File: src/rtl/encoder_sampler.sv
// Encoder front end: synchronises and deglitches the encoder pulse, counts qualified
// rising edges into a saturating 14-bit count, and issues the periodic PID_timer strobe.
module encoder_sampler #(
  parameter int unsigned SAMPLE_PERIOD = 5_000_000,
  parameter int unsigned FILTER_LEN    = 8
) (
  input  logic        i_Clk,
  input  logic        reset,
  input  logic        i_Enc_A,
  input  logic        reset_nop,
  output logic [13:0] number_of_pulses,
  output logic        PID_timer
);

  localparam logic [7:0]  FILT_LEN = 8'(FILTER_LEN);
  localparam logic [25:0] RELOAD   = 26'(SAMPLE_PERIOD - 1);
  localparam logic [13:0] CNT_MAX  = 14'h3FFF;

  typedef enum logic [1:0] {
    LOW      = 2'd0,
    RISE_CHK = 2'd1,
    HIGH     = 2'd2,
    FALL_CHK = 2'd3
  } filt_state_e;

  logic        sync1_q, sync2_q;
  logic        enc_s;
  filt_state_e state_q;
  logic [7:0]  stab_q;
  logic [7:0]  stab_inc;
  logic        edge_q;
  logic [13:0] cnt_q, cnt_d;
  logic [25:0] timer_q;
  logic        strobe_q;

  // Two-flop synchroniser; the raw input is used nowhere else.
  always_ff @(posedge i_Clk) begin
    if (reset) begin
      sync1_q <= 1'b0;
      sync2_q <= 1'b0;
    end else begin
      sync1_q <= i_Enc_A;
      sync2_q <= sync1_q;
    end
  end

  assign enc_s    = sync2_q;
  assign stab_inc = stab_q + 8'd1;

  // Level filter: a change is accepted after FILTER_LEN identical samples; only rises emit edge_q.
  always_ff @(posedge i_Clk) begin
    if (reset) begin
      state_q <= LOW;
      stab_q  <= '0;
      edge_q  <= 1'b0;
    end else begin
      edge_q <= 1'b0;
      case (state_q)
        LOW: begin
          if (enc_s) begin
            state_q <= RISE_CHK;
            stab_q  <= 8'd1;
          end
        end
        RISE_CHK: begin
          if (!enc_s) begin
            state_q <= LOW;
            stab_q  <= '0;
          end else if (stab_inc == FILT_LEN) begin
            state_q <= HIGH;
            stab_q  <= '0;
            edge_q  <= 1'b1;
          end else begin
            stab_q <= stab_inc;
          end
        end
        HIGH: begin
          if (!enc_s) begin
            state_q <= FALL_CHK;
            stab_q  <= 8'd1;
          end
        end
        FALL_CHK: begin
          if (enc_s) begin
            state_q <= HIGH;
            stab_q  <= '0;
          end else if (stab_inc == FILT_LEN) begin
            state_q <= LOW;
            stab_q  <= '0;
          end else begin
            stab_q <= stab_inc;
          end
        end
        default: begin
          state_q <= LOW;
          stab_q  <= '0;
        end
      endcase
    end
  end

  // Clear request outranks a coincident edge, which is dropped.
  always_comb begin
    cnt_d = cnt_q;
    if (reset_nop) begin
      cnt_d = '0;
    end else if (edge_q && (cnt_q != CNT_MAX)) begin
      cnt_d = cnt_q + 14'd1;
    end
  end

  always_ff @(posedge i_Clk) begin
    if (reset) begin
      cnt_q <= '0;
    end else begin
      cnt_q <= cnt_d;
    end
  end

  // Free-running sample timer; ignores reset_nop so the sample period never drifts.
  always_ff @(posedge i_Clk) begin
    if (reset) begin
      timer_q  <= RELOAD;
      strobe_q <= 1'b0;
    end else if (timer_q == '0) begin
      timer_q  <= RELOAD;
      strobe_q <= 1'b1;
    end else begin
      timer_q  <= timer_q - 26'd1;
      strobe_q <= 1'b0;
    end
  end

  assign number_of_pulses = cnt_q;
  assign PID_timer        = strobe_q;

endmodule

File: config.mk
export PLATFORM = sky130hd
export DESIGN_NAME = encoder_sampler
export DESIGN_NICKNAME = d
export VERILOG_FILES = /design/src/rtl/encoder_sampler.sv
export SDC_FILE = /design/constraint.sdc
export NUM_CORES = 1
export LEC_CHECK = 0
export CELL_PAD_IN_SITES_DETAIL_PLACEMENT = 1
export CELL_PAD_IN_SITES_GLOBAL_PLACEMENT = 2
export CORE_UTILIZATION = 35
export DETAILED_ROUTE_END_ITERATION = 7
export MAX_ROUTING_LAYER = met4
export PLACE_DENSITY = 0.87
export SLEW_MARGIN = 40
export SYNTH_ARGS = -nofsm -noshare
export SYNTH_HDL_FRONTEND = slang
export SYNTH_SLANG_ARGS = --single-unit
export TNS_END_PERCENT = 1
File: constraint.sdc
create_clock -name i_Clk -period 2.25 [get_ports i_Clk]
set_input_delay 0.225 -clock i_Clk [delete_from_list [all_inputs] [get_ports i_Clk]]
set_output_delay 0.225 -clock i_Clk [all_outputs]
set_load 0.1 [all_outputs]
; ---- Word level (Yosys, flattened, before mapping)
; Cells that the tools add are included.
[classes]
add_sub_neg = 3
n_eq_ne = 9
mux = 15
bitwise_logic = 2
n_reduce_logical = 8
[ops]
columns = op, n
row1 = 2-to-1 mux 8 bit, 5
row2 = case mux 8 bit (4 select lines), 1
row3 = logical NOT 26 bit, 1
row4 = subtractor 26 x 1 -> 26 bit (second input constant), 1
row5 = adder 14 x 1 -> 14 bit (second input constant), 1
row6 = inequality test 14 bit (second input constant), 1
row7 = 2-to-1 mux 2 bit, 6
row8 = adder 8 x 1 -> 8 bit (second input constant), 1
row9 = == test 8 x 4 -> 1 bit (second input constant), 1
row10 = case mux 2 bit (4 select lines), 1
row11 = inequality test 3 bit (second input constant), 2
row12 = == test 2 bit (second input constant), 2
row13 = inequality test 2 bit (second input constant), 2
row14 = AND reduction 4 bit, 1
row15 = OR reduction 2 bit, 2
row16 = OR reduction 3 bit, 1
row17 = == test 2 x 1 -> 1 bit (second input constant), 1
row18 = logical NOT 2 bit, 1
row19 = 2-to-1 mux 1 bit, 2
row20 = NOT 1 bit, 2
row21 = AND reduction 2 bit, 1
row22 = logical AND 1 bit, 1
[word_totals]
ff_bits = 54
input_bits = 4
output_inout_bits = 15
wordCells = 45

; ---- Longest topological paths before layout
[logic_depth]
word_depth = 5
mapped_depth = 7
depth_no_buf = 7

; ---- Worst setup path after synthesis
; OpenSTA, ideal clock, no wires.
[synth_path]
path_type = register -> register
from = register cnt_q[3] (netlist: number_of_pulses[3])
to = register cnt_q[1] (netlist: number_of_pulses[1])
setup_ns = 0.119
arrival_ns = 2.295
required_ns = 2.131
setup_slack_ns = -0.164
stages_incl_launch_ff = 6
path_buffers = 0
period_less_slack_ns = 2.414
path_cell_list = dfxtp_1 nand4_1 nor4b_2 a31o_2 mux2i_1 nor2_1
[synth_via]
elab_chain_len = 2
[synth_lines]
columns = element, line
row1 = "start, declared", 32  ; logic [13:0] cnt_q, cnt_d;
row2 = "start signal, assigned", 116  ; cnt_q <= cnt_d;
row3 = inequality test 14 bit, 107  ; end else if (edge_q && (cnt_q != CNT_MAX)) begin
row4 = logical AND 1 bit, 107
; Every way passes these cells.
; A chain may end at the register's enable or synchronous reset.

; ---- Worst setup path in the final report
[layout_path]
from = register timer_q[12]
to = register timer_q[15]
[layout_via]
elab_chain_len = 2
word_cells_on_any_way = 3
cone_classes = add/sub (1) / reduce/logical (2)
[layout_lines]
columns = element, line
row1 = "start, declared", 33  ; logic [25:0] timer_q;
row2 = "start signal, assigned", 129  ; timer_q <= timer_q - 26'd1;
row3 = branches (longest 2 deep; another with subtractor 26 x 1 -> 26 bit), -
; Parallel ways; which one is timed is not known.

==> summary.txt <==
CTS
  – CTS tree: built
  – Clock transition at path regs: 0.09 ns
  – Latest clock arrival within the worst-skew pair: 0.31 ns
  – Num Clock Sinks: 54
  – Root Driver: clkbuf_8
  – CTS-repair resized insts: 0
  – Max clock buf depth: 2
  – Post-CTS Setup Bufs: 0
  – H-tree levels: 2
  – Hold Buf Count CTS: 0
  – TritonCTS buffer count: 5

Setup path
  – Delay-heaviest family, CP: simple AND/OR/NAND/NOR gates
  – Largest fanout on the critical path: 10
  – Worst Setup End Kind: register
  – Worst path required time: 2.44 ns
  – Critical path type: register to register
  – Crit-path cells: or3_1 > or2_2 > nor4b_4 > a31o_2 > nor2_1
  – Arrival time worst endpoint: 2.22 ns
  – CP peak stage delay: 0.47 ns
  – Worst R2R Path Depth: 5
  – Levels on crit path: 5
  – CP max stage cell: or3_1
  – Startpoint types: register
  – Crit path buffers/inverters: 0

Route
  – Mean number of vias per cell: 5.16
  – DRT Pass-1 Iters: 4
  – DRT antenna net count: 0
  – Avg WL per Cell: 13.2 um
  – Vias: 2155
  – Initial drt markers: 35
  – Final wirelength: 5530 um
  – DRC viols: 0

Timing
  – Setup violators final: 0
  – Final Hold Vio Count: 0
  – Max-slew violation count: 0
  – Post-layout minimum cycle time: 2.03 ns
  – Final period utilization: 90.2%
  – Fmax: 0.493 GHz
  – Fin Setup TNS: 0 ns
  – Rel. slew slack: 61.9%
  – Post-Route Skew: 0.00894 ns
  – RSZ-0062 raised after global routing: no
  – Worst Slack Setup Final: 0.221 ns
  – Worst-Margin Slew: 0.566 ns
  – Hold slack: 0.413 ns

Power
  – PwrDens: 527 nW/um2
  – Sw Pwr: 0.347 mW
  – Internal power: 1.23 mW
  – Register share of total power: 61.3%
  – Sw Share: 22.0%
  – Clock power frac: 35.5%
  – Leakage power: 1.07 nW
  – Worst IR Drop VDD: 202 uV
  – Combinational share of power: 3.2%

Synthesis
  – Synth Area in Compound Gates: 9.10%
  – Share of flip-flops with an asynchronous set or reset: 0%
  – Syn nets: 304
  – Mux contribution to synthesized area: 1.55%
  – Unique masters post-synth: 47
  – #FFs+latches synth: 54
  – Post-Syn Instances: 296
  – Top-area cell type share of the netlist area: 41.8%
  – Number of flops mapped to enable cells by yosys: 0
  – Post-synthesis sequential area ratio: 41.8%
  – Post-Synth Simple-Gate Area: 32.8%
  – Main combinational cell family by area after synthesis: simple AND/OR/NAND/NOR gates
  – Post-synth top area cell: dfxtp_1
  – Synth Cell Area: 2590 um2
  – Ys flop type: dfxtp_1
  – Xor/xnor share of the synthesized area: 10.2%
  – Synth Area in Adders: 1.94%
  – Syn Area/Cell: 8.74 um2
  – Synth Warn #: 0
  – Synth area leaders: dfxtp_1, nor2_1, xnor2_1, xor2_1, nand2_1

Status
  – Status: complete, no violations

Floorplanning
  – Initial Util: 37.0%
  – Floorplan row count: 30
  – Die Y: 88.0 um
  – Top Ports: 19
  – DIE WIDTH: 88.0 um
  – DIE AREA: 7740 um2
  – Area of the core: 6980 um2

Place
  – Cell Area, Placed: 2900 um2
  – Gp weighted congestion: 0.750
  – Dpl hpwl: 4160 um
  – Setup WS pre-CTS: 0.162 ns
  – Placed Instances: 410
  – Port buffer count: 18

Global routing
  – Grt ovf: 0
  – Largest net degree at the start of global routing: 16
  – First-pass GRT wire length: 9560 um
  – Initial antenna violation count: 0
  – GRT Total Usage: 16.4%
  – Vias in the first global route: 2148

Worst hold path
  – Hold Crit Depth: 1
  – Worst Hold Class: register to register

Run
  – Maxcap violations: 0

Final layout
  – Area grow syn2layout: 15.9%
  – Fin area: 3000 um2
  – FILL cells: 854
  – Layout cells sized above 1: 19.6%
  – Ant diodes: 0
  – Nets: 329
  – Final cell count without fillers: 418
==> path summary, 6_finish.rpt <==
kind               startpoint           to  slack (ns)
setup / recovery  timer_q[12]  timer_q[15]        0.22
hold / removal     timer_q[0]   timer_q[0]        0.41
hold reg to reg    timer_q[0]   timer_q[0]        0.41
setup reg to reg  timer_q[12]  timer_q[15]        0.22
==> power groups by stage <==
stage	clock (mW)	sequential (mW)	combinational [mW]
global route	0.615	0.970	0.0569
global placement	0	0.990	0.0491
detailed placement	0	0.991	0.0511
floorplan	0	0.989	0.0325
CTS	0.586	0.968	0.0513
finish	0.561	0.968	0.0500
==> sequential cells by signal, summed over array words and instances, names as in the netlist, named ones only <==
signal            cells
number_of_pulses     14
timer_q              26
stab_q                8
sync1_q               1
enc_s                 1
edge_q                1
state_q               1
PID_timer             1
==> Yosys cell counts (all sizes together) (6+ instances only) <==
cell,n
dfxtp,54
nor2,48
nand2,22
xnor2,16
nor3,15
xor2,14
nand4,10
nand3,9
o21ai,9
a21oi,8
a31oi,8
clkbuf,7
nor3b,7
inv,6
nand2b,6
==> placed cells by master (no fill, tap or decap), types with 2 or more instances in the layout <==
master            n
nor2b_1           2
or3_1             4
a21oi_1           8
nand4_1          10
nor3b_1           6
xnor2_1          16
buf_4            26
mux2i_1           4
a31o_2            2
or2_2             5
nor2_1           48
clkbuf_8          6
nor3_1           13
and4_1            2
nand2b_1          6
a31oi_1           7
dfxtp_1          45
xor2_1           14
o21ai_0           9
a211oi_1          3
nor4b_2           3
dfxtp_2           9
nand3_1           8
o21a_1            2
nand2_1          22
and3_1            4
clkdlybuf4s50_1   3
nor4_1            4
ha_1              4
inv_1             6
o31ai_1           2
==> cells by family after synthesis <==
logic type / after synthesis
buf+inv: 17
xor+xnor: 30
fa+ha+maj: 4
mux: 4
compound gates: 37
flops: 54
simple gates: 150
==> area by class of cell <==
cell class                      instances  area, um2  share of cell area (%)
Clock buffer                            7       86.3                    2.88
Clock inverter                          1       5.00                   0.167
Inverter                                6       22.5                   0.751
Multi-Input combinational cell        225       1450                    48.2
Sequential cell                        54       1090                    36.4
Tap cell                               96        120                    4.01
Timing Repair Buffer                   29        225                    7.51
==> stage by stage <==
step	power, mW	util [%]
floorplan	1.02	-
global placement	1.04	41.5
detailed placement	1.04	41.5
CTS	1.61	42.8
global route	1.64	42.9
finish	1.58	42.9
==> per-layer routing <==
metal | share of wire (%) | wire length (um) | track usage (%) | vias to the layer above
met3 | 3.4 | 190 | 4.62 | 9
met1 | 46 | 2540 | 18.3 | 1034
met4 | 1.4 | 75 | 4.77 | 0
met2 | 49 | 2720 | 28.2 | 27
met5 | 0 | 0 | - | -
li1 | - | - | - | 1085
Power figures use the tool's default switching activity.
